===== src/rtl/spi_pkg.sv =====
`default_nettype none
// ============================================================================
// Module      : spi_pkg
// Description : Shared types and default sizes for the SPI master shifter.
// Revision    : 1.0 - initial release
// ============================================================================
package spi_pkg;

  localparam int SPI_DATA_WIDTH = 8;
  localparam int SPI_DIV_WIDTH  = 8;

  typedef enum logic [2:0] {
    IDLE  = 3'd0,
    FETCH = 3'd1,
    LOAD  = 3'd2,
    SHIFT = 3'd3,
    PUSH  = 3'd4,
    HOLD  = 3'd5
  } spi_shift_state_e;

  typedef struct packed {
    logic cpol;
    logic cpha;
  } spi_mode_t;

endpackage
`default_nettype wire


===== src/rtl/spi_clk_gen.sv =====
`default_nettype none
// ============================================================================
// Module      : spi_clk_gen
// Description : SCLK divider: wrap strobe, leading/trailing flag, edge count.
// Revision    : 1.0 - initial release
// ============================================================================
module spi_clk_gen #(
  parameter int DIV_WIDTH = 8,
  parameter int EDGES     = 16,
  parameter int EW        = $clog2(EDGES + 1)
) (
  input  logic                 clk_i,
  input  logic                 rst_i,
  input  logic                 clear_i,
  input  logic                 run_i,
  input  logic [DIV_WIDTH-1:0] div_i,
  output logic                 strobe_o,
  output logic                 leading_o,
  output logic                 last_o
);

  logic [DIV_WIDTH-1:0] r_cnt;
  logic [EW-1:0]        r_edge_cnt;
  logic                 w_strobe;

  assign w_strobe = run_i && (r_cnt == div_i);

  always_ff @(posedge clk_i) begin
    if (rst_i || clear_i) begin
      r_cnt      <= '0;
      r_edge_cnt <= '0;
    end else if (run_i) begin
      if (w_strobe) begin
        r_cnt      <= '0;
        r_edge_cnt <= r_edge_cnt + 1'b1;
      end else begin
        r_cnt <= r_cnt + 1'b1;
      end
    end
  end

  // Edge number is r_edge_cnt+1, so an even count marks an odd (leading) edge.
  assign strobe_o  = w_strobe;
  assign leading_o = ~r_edge_cnt[0];
  assign last_o    = w_strobe && (r_edge_cnt == EW'(EDGES - 1));

endmodule
`default_nettype wire


===== src/rtl/spi_master_shifter.sv =====
`default_nettype none
// ============================================================================
// Module      : spi_master_shifter
// Description : Full-duplex SPI master between TX/RX FIFOs and the SPI pads.
//               Optional SPI_LOOPBACK_EN adds loopback_i (MOSI->RX, pads idle).
// Revision    : 1.0 - initial release
// ============================================================================
module spi_master_shifter
  import spi_pkg::*;
#(
  parameter int DATA_WIDTH = SPI_DATA_WIDTH,
  parameter int DIV_WIDTH  = SPI_DIV_WIDTH
) (
  input  logic                  clk_i,
  input  logic                  rst_i,
  input  logic                  en_i,
  input  logic [DIV_WIDTH-1:0]  clk_div_i,
  input  logic                  cpol_i,
  input  logic                  cpha_i,
  input  logic                  tx_empty_i,
  output logic                  tx_rd_o,
  input  logic [DATA_WIDTH-1:0] tx_data_i,
  input  logic                  rx_full_i,
  output logic                  rx_wr_o,
  output logic [DATA_WIDTH-1:0] rx_data_o,
  output logic                  sclk_o,
  output logic                  mosi_o,
  input  logic                  miso_i,
  output logic                  cs_n_o,
  output logic                  busy_o,
`ifdef SPI_LOOPBACK_EN
  input  logic                  loopback_i,
`endif
  output logic                  rx_ovf_o
);

  localparam int EDGES = 2 * DATA_WIDTH;

  spi_shift_state_e      r_state, w_next;
  spi_mode_t             r_mode;
  logic [DIV_WIDTH-1:0]  r_div;
  logic [DATA_WIDTH-1:0] r_tx_sr, r_rx_sr, r_rx_data;
  logic                  r_sclk, r_mosi, r_cs_n, r_ovf;
  logic                  w_strobe, w_leading, w_last;
  logic                  w_in_shift, w_sample, w_shift, w_miso_bit;
  logic [DATA_WIDTH-1:0] w_rx_next;

  spi_clk_gen #(
    .DIV_WIDTH (DIV_WIDTH),
    .EDGES     (EDGES)
  ) u_clk_gen (
    .clk_i     (clk_i),
    .rst_i     (rst_i),
    .clear_i   ((r_state == LOAD) || (r_state == PUSH)),
    .run_i     ((r_state == SHIFT) || (r_state == HOLD)),
    .div_i     (r_div),
    .strobe_o  (w_strobe),
    .leading_o (w_leading),
    .last_o    (w_last)
  );

`ifdef SPI_LOOPBACK_EN
  assign w_miso_bit = loopback_i ? r_mosi : miso_i;
  assign sclk_o     = (loopback_i && (r_state != IDLE)) ? r_mode.cpol : r_sclk;
  assign cs_n_o     = loopback_i ? 1'b1 : r_cs_n;
`else
  assign w_miso_bit = miso_i;
  assign sclk_o     = r_sclk;
  assign cs_n_o     = r_cs_n;
`endif

  // cpha=0 samples leading edges, cpha=1 trailing; the final edge never shifts.
  assign w_in_shift = w_strobe && (r_state == SHIFT);
  assign w_sample   = w_in_shift && (w_leading ^ r_mode.cpha);
  assign w_shift    = w_in_shift && !(w_leading ^ r_mode.cpha) && !w_last;
  assign w_rx_next  = {r_rx_sr[DATA_WIDTH-2:0], w_miso_bit};

  assign tx_rd_o   = (r_state == FETCH);
  assign rx_wr_o   = (r_state == PUSH) && !rx_full_i;
  assign busy_o    = (r_state != IDLE);
  assign mosi_o    = r_mosi;
  assign rx_data_o = r_rx_data;
  assign rx_ovf_o  = r_ovf;

  always_ff @(posedge clk_i) begin
    if (rst_i) r_state <= IDLE;
    else       r_state <= w_next;
  end

  always_comb begin
    w_next = r_state;
    case (r_state)
      IDLE:    if (en_i && !tx_empty_i) w_next = FETCH;
      FETCH:   w_next = LOAD;
      LOAD:    w_next = SHIFT;
      SHIFT:   if (w_last) w_next = PUSH;
      PUSH:    w_next = (en_i && !tx_empty_i) ? FETCH : HOLD;
      HOLD:    if (w_strobe) w_next = IDLE;
      default: w_next = IDLE;
    endcase
  end

  always_ff @(posedge clk_i) begin
    if (rst_i) begin
      r_mode    <= '0;
      r_div     <= '0;
      r_tx_sr   <= '0;
      r_rx_sr   <= '0;
      r_rx_data <= '0;
      r_sclk    <= 1'b0;
      r_mosi    <= 1'b0;
      r_cs_n    <= 1'b1;
      r_ovf     <= 1'b0;
    end else begin
      case (r_state)
        IDLE: begin
          r_sclk <= cpol_i;
          r_cs_n <= 1'b1;
        end
        FETCH: r_cs_n <= 1'b0;
        LOAD: begin
          r_mode  <= '{cpol: cpol_i, cpha: cpha_i};
          r_div   <= clk_div_i;
          r_rx_sr <= '0;
          if (!cpha_i) begin
            r_mosi  <= tx_data_i[DATA_WIDTH-1];
            r_tx_sr <= tx_data_i << 1;
          end else begin
            r_tx_sr <= tx_data_i;
          end
        end
        SHIFT: begin
          if (w_strobe) r_sclk <= ~r_sclk;
          if (w_sample) r_rx_sr <= w_rx_next;
          if (w_shift) begin
            r_mosi  <= r_tx_sr[DATA_WIDTH-1];
            r_tx_sr <= {r_tx_sr[DATA_WIDTH-2:0], 1'b0};
          end
          if (w_last) r_rx_data <= r_mode.cpha ? w_rx_next : r_rx_sr;
        end
        PUSH: begin
          r_sclk <= r_mode.cpol;
          if (rx_full_i) r_ovf <= 1'b1;
        end
        HOLD: if (w_strobe) r_cs_n <= 1'b1;
        default: ;
      endcase
    end
  end

endmodule
`default_nettype wire


===== config.mk =====
export PLATFORM = sky130hd
export DESIGN_NAME = spi_master_shifter
export DESIGN_NICKNAME = d
export VERILOG_FILES = /design/src/rtl/spi_pkg.sv /design/src/rtl/spi_clk_gen.sv /design/src/rtl/spi_master_shifter.sv
export SDC_FILE = /design/constraint.sdc
export NUM_CORES = 1
export LEC_CHECK = 0
export ABC_AREA = 1
export CAP_MARGIN = 20
export CORE_ASPECT_RATIO = 1.5
export CORE_MARGIN = 2
export CORE_UTILIZATION = 55
export DETAILED_ROUTE_END_ITERATION = 8
export PLACE_DENSITY = 0.78
export SYNTH_ARGS = -nofsm -noshare
export SYNTH_HDL_FRONTEND = slang
export SYNTH_SLANG_ARGS = --single-unit

===== constraint.sdc =====
create_clock -name clk_i -period 1.93 [get_ports clk_i]
set_input_delay 0.386 -clock clk_i [delete_from_list [all_inputs] [get_ports clk_i]]
set_output_delay 0.386 -clock clk_i [all_outputs]
set_load 0.02 [all_outputs]

## Word level (Yosys, flattened, before mapping)

Cells that the tools add are included.

| word-level totals | value |
|---|---|
| register bits | 54 |
| latch bits | 0 |
| memory bits (writable) | 0 |
| memory bits (read-only) | 0 |
| input bits | 24 |
| memories | 0 |

| cells by class | value |
|---|---|
| add/subtract/negate cells | 2 |
| $mul | 0 |
| div/mod/pow operators | 0 |
| magnitude comparators | 0 |
| equality and inequality tests | 14 |
| shift-type cells | 0 |
| mux-type cells | 19 |
| bitwise gates (word level) | 3 |
| reductions and logical operators | 29 |

Operator list:

| cell | number |
|---|---|
| $mux W8 | 5 |
| $pmux W8 S2 | 2 |
| $pmux W3 S6 | 1 |
| $reduce_and A2 Y1 | 7 |
| $mux W3 | 4 |
| $ne A2 B2 Y1 const B | 5 |
| $reduce_bool A3 Y1 | 3 |
| $add A8 B1 Y8 const B | 1 |
| $eq A8 B8 Y1 | 1 |
| $logic_and A1 B1 Y1 | 8 |
| $eq A3 B2 Y1 const B | 2 |
| $eq A3 B3 Y1 const B | 2 |
| $pmux W1 S3 | 2 |
| $reduce_and A3 Y1 | 2 |
| $add A5 B1 Y5 const B | 1 |
| $eq A5 B4 Y1 const B | 1 |
| $logic_not A1 Y1 | 4 |
| $mux W1 | 4 |
| $ne A2 B1 Y1 const B | 2 |
| $eq A3 B1 Y1 const B | 1 |
| $logic_not A3 Y1 | 1 |
| $logic_or A1 B1 Y1 | 3 |
| $not A1 Y1 | 2 |
| $pmux W1 S2 | 1 |
| other kinds (2) | 2 |

## Depth between registers and ports, before layout

| logic depth | value |
|---|---|
| word-level depth | 8 |
| mapped depth | 11 |
| mapped depth without buffers | 10 |

## Modules after synthesis

From an unflattened synthesis, not the netlist that was laid out.

| second synthesis, totals | value |
|---|---|
| cells, all modules | 430 |
| area total of the unflattened synthesis | 2798.9 µm² |

By module, submodules not included:

| module | times used | cells an instance | area an instance (µm²) | sequential area each (µm²) |
|---|---|---|---|---|
| spi_master_shifter | 1 | 300 | 1971.9 | 820.8 |
| spi_clk_gen | 1 | 130 | 827.0 | 260.2 |

## Worst setup path before layout

Ideal clock, no wire load.

| path | value |
|---|---|
| path type | register to register |
| start point | register u_clk_gen.r_edge_cnt[0] |
| end point | register r_mosi, in the netlist mosi_o |
| setup time | 0.070 ns |
| data arrival time | 1.613 ns |
| required time | 1.860 ns |
| path slack | 0.247 ns |
| stages on the path, launching flop included | 12 |
| buffers on the path | 1 |
| cell sequence | dfxtp_1 ha_1 nand2_1 nor2_1 ha_1 or2_1 nor2_1 nand2_2 buf_6 nand2_1 nand2_1 a21oi_1 |

| between the ends | value |
|---|---|
| cells in the longest elaborated chain, start to end | 7 |
| elaborated cells on any way between the ends | 10 |
| those cells by class | 2 x eq/ne; 2 x bitwise; 6 x reduce/logical |

RTL lines:

| what | RTL line | RTL |
|---|---|---|
| start: declaration | spi_clk_gen.sv:23 | `logic [EW-1:0] r_edge_cnt;` |
| start signal: assignment | spi_clk_gen.sv:35 | `r_edge_cnt <= r_edge_cnt + 1'b1;` |
| branches (longest 4 deep; another with $eq A5 B4 Y1) | -- |  |
| $logic_and A1 B1 Y1 * | spi_master_shifter.sv:75 | `assign w_shift = w_in_shift && !(w_leading ^ r_mode.cpha) && !w_last;` |
| $ne A2 B2 Y1 (no line) * | -- |  |
| $reduce_and A3 Y1 (no line) * | -- |  |
| end signal: assignment | spi_master_shifter.sv:126 | `r_mosi <= tx_data_i[DATA_WIDTH-1];` |
| end signal: assignment | spi_master_shifter.sv:136 | `r_mosi <= r_tx_sr[DATA_WIDTH-1];` |
| end: declaration | spi_master_shifter.sv:43 | `logic r_sclk, r_mosi, r_cs_n, r_ovf;` |

Mark *: on every way between the ends.
A chain may end at the register's enable or synchronous reset.

## Worst setup path after layout

| path | value |
|---|---|
| start point | register r_state[1] |
| end point | output port busy_o |

| between the ends | value |
|---|---|
| cells in the longest elaborated chain, start to end | 1 |

RTL lines:

| what | RTL line | RTL |
|---|---|---|
| start: declaration | spi_master_shifter.sv:39 | `spi_shift_state_e r_state, w_next;` |
| start signal: assignment | spi_master_shifter.sv:87 | `else r_state <= w_next;` |
| $reduce_bool A3 Y1 | spi_master_shifter.sv:80 | `assign busy_o = (r_state != IDLE);` |
| end: declaration | spi_master_shifter.sv:30 | `output logic busy_o,` |

No other way between the ends.

==> flow_metrics.env <==
export IMPL_status="complete, no violations"
export IMPL_pwr_share_seq=0.487
export IMPL_cts_htree_levels=2
export IMPL_syn_nets=462
export IMPL_ys_ff_latch=54
export IMPL_routabilityCongestion=0.852
export IMPL_vias=2733
export IMPL_io_buffers=38
export IMPL_internal_power_mw=1.73
export IMPL_endpoint_kind="output pin"
export IMPL_fin_area_um2=3430
export IMPL_start_util=0.564
export IMPL_power_switching_uw=857
export IMPL_finalSetupTns_ps=0
export IMPL_wl_per_cell_um=11.4
export IMPL_worstMarginPinSlew_ps=387
export IMPL_area_delta_synth_final_pct=20.6
export IMPL_root_buffer="clkbuf_8"
export IMPL_power_leakage_nw=1.47
export IMPL_cts_made_buffers=5
export IMPL_cts_tree="yes"
export IMPL_fin_nets=504
export IMPL_syn_area_um2=2840
export IMPL_holdWs_ps=460
export IMPL_dieArea_um2=5770
export IMPL_drive_above_1_share=0.0901
export IMPL_dpl_worst_slack_ps=22.1
export IMPL_cts_hold_buf=0
export IMPL_powerDensity_nw_per_um2=755
export IMPL_maxSlewViolCount=0
export IMPL_dp_hpwl_um=4540
export IMPL_antenna_found_initial=0
export IMPL_grt_overflow=0
export IMPL_grt_total_usage=0.236
export IMPL_fillers=472
export IMPL_drt_iter0_drc=152
export IMPL_synth_distinct_cells=30
export IMPL_postRouteAntennaNets=0
export IMPL_seq_area_um2=1080
export IMPL_ir_drop_mv=0.532
export IMPL_rows=32
export IMPL_io_pins=39
export IMPL_slowest_stage="dfxtp_1"
export IMPL_first_pass_iters=5
export IMPL_die_h_um=92.1
export IMPL_grt_max_degree=43
export IMPL_fmax_ghz=0.551
export IMPL_finalCritPeriodShare=0.940
export IMPL_p_clk_frac=0.233
export IMPL_routed_wl_um=6220
export IMPL_grt_pass1_wl_um=11000
export IMPL_multi_input_area_um2=1460
export IMPL_cp_required_ps=1540
export IMPL_drc=0
export IMPL_async_reset_ff_frac=0
export IMPL_p_comb_frac=0.280
export IMPL_grt_pass1_vias=2688
export IMPL_synth_common_cells="nand2_1 (120), inv_1 (55), dfxtp_1 (54), a21oi_1 (39), nor2_1 (34)"
export IMPL_crit_arrival_ps=1430
export IMPL_ctsLongestPathBuffers=2
export IMPL_yosysMostFrequentCell="nand2_1"
export IMPL_n_antenna_cell=0
export IMPL_cp_max_fo=6
export IMPL_slew_headroom=0.740
export IMPL_setup_viol=0
export IMPL_cpPeakStageDelay_ps=390
export IMPL_synth_edf_count=0
export IMPL_cpLargestDelayFamily="buffers and inverters"
export IMPL_swShare=0.331
export IMPL_worst_slack_ps=115
export IMPL_netlist_area_leader_share=0.380
export IMPL_hold_path_class="flip-flop to flip-flop"
export IMPL_fin_crit_ps=1810
export IMPL_die_x_um=62.7
export IMPL_clock_sinks=54
export IMPL_clk_pin_slew_ps=90
export IMPL_cap_violations=0
export IMPL_yosys_area_top_type="dfxtp_1"
export IMPL_path_class="flip-flop to output pin"
export IMPL_synth_cells=435
export IMPL_clock_skew_ps=4.44
export IMPL_seq_area_frac_synth=0.380
export IMPL_path_buf_inv=3
export IMPL_yosysWarnings=0
export IMPL_cp_start_kind="flip-flop"
export IMPL_clock_latency_ps=300
export IMPL_worstPathCellList="nor2_2 > inv_1 > nor2_1 > inv_1 > dlygate4sd2_1"
export IMPL_syn_avg_cell_area_um2=6.54
export IMPL_crit_top_cell="inv_1"
export IMPL_core_area_um2=5040
export IMPL_placed_cell_area_um2=3330
export IMPL_viasPerCell=5.01
export IMPL_yosys_top_cells_area="dfxtp_1 (38%), nand2_1 (16%), inv_1 (7.3%), a21oi_1 (6.9%), nand3_1 (5.1%)"
export IMPL_final_hold_violation_count=0
export IMPL_synth_flop_cell="dfxtp_1"
-- logic make-up (layout without fill, tap and decap cells) --
logic type	Yosys count	in the layout	synth area share
AND/OR/NAND/NOR	214	215	0.337
flip-flops	54	54	0.380
XOR/XNOR	1	1	0.00308
buffers and inverters	80	121	0.116
AO/OA/AOI/OAI	83	83	0.151
adder cells (fa/ha/maj)	3	3	0.0132
-- through the flow --
stage,instances,utilization,power [mW]
floorplan,435,-,1.77
global placement,537,0.659,1.99
detailed placement,537,0.659,2.00
CTS,544,0.674,2.59
global route,545,0.680,2.75
finish,545,0.680,2.59
-- worst reg2reg max path: cells and delay by family (launching register included) --
kind | cells | cell delay (ps)
fa+ha+maj | 2 | 390
compound gates | 1 | 130
flops | 1 | 320
simple gates | 7 | 870
-- power by group through the flow --
stage	Sequential, mW	Clock [mW]	Combinational (mW)
2_1_floorplan	1.28	0	0.484
3_3_place_gp	1.28	0	0.706
3_5_place_dp	1.28	0	0.720
4_1_cts	1.26	0.616	0.714
5_1_grt	1.27	0.652	0.826
6_report	1.26	0.603	0.724
-- worst paths after layout --
kind | from | end | slack [ps] | depth (start not counted)
max | r_state[1] | busy_o | 120 | 5
min | r_mode[1] | r_mode[1] | 460 | 2
max reg2reg | u_clk_gen.r_edge_cnt[0] | r_tx_sr[0] | 160 | 10
min reg2reg | r_mode[1] | r_mode[1] | 460 | 2
-- sequential cells by signal, summed over array words and instances (netlist names) --
name	flops
r_state	3
cs_n_o	1
rx_ovf_o	1
u_clk_gen.r_cnt	8
r_rx_sr	8
rx_data_o	8
r_div	8
r_mode	2
r_tx_sr	8
mosi_o	1
u_clk_gen.r_edge_cnt	5
sclk_o	1
-- layer usage --
metal / wire length, um / global-route usage
met2: 3370 / 0.453
met1: 2570 / 0.251
met4: 88 / 0.0981
met3: 191 / 0.0356
met5: 0 / 0
-- layout by cell type, fill, tap and decap left out, types with 9 or more instances in the layout --
cell               n
clkdlybuf4s50_1   35
nor2_1            30
o21ai_0           29
a21oi_1           39
buf_4             12
nand3_1           29
o21ai_1           10
inv_1             55
nand4_1            9
nand2_1          121
dfxtp_1           52
-- final cells by class --
| cell class | count | share of cell area |
|---|---|---|
| clock buffer | 7 | 0.0222 |
| tap | 68 | 0.0248 |
| multi-input combinational | 302 | 0.426 |
| inverter | 63 | 0.0689 |
| sequential | 54 | 0.316 |
| timing repair buffer | 51 | 0.142 |
-- what timing repair did --
item                                    CTS  global route
endpoints found under the hold margin     0             0
cloned                                    0             1
resized for setup                         3             9
endpoints found under the setup margin    3            15
buffers inserted                          0             0
No activity file was read; power rests on OpenSTA's default activity.
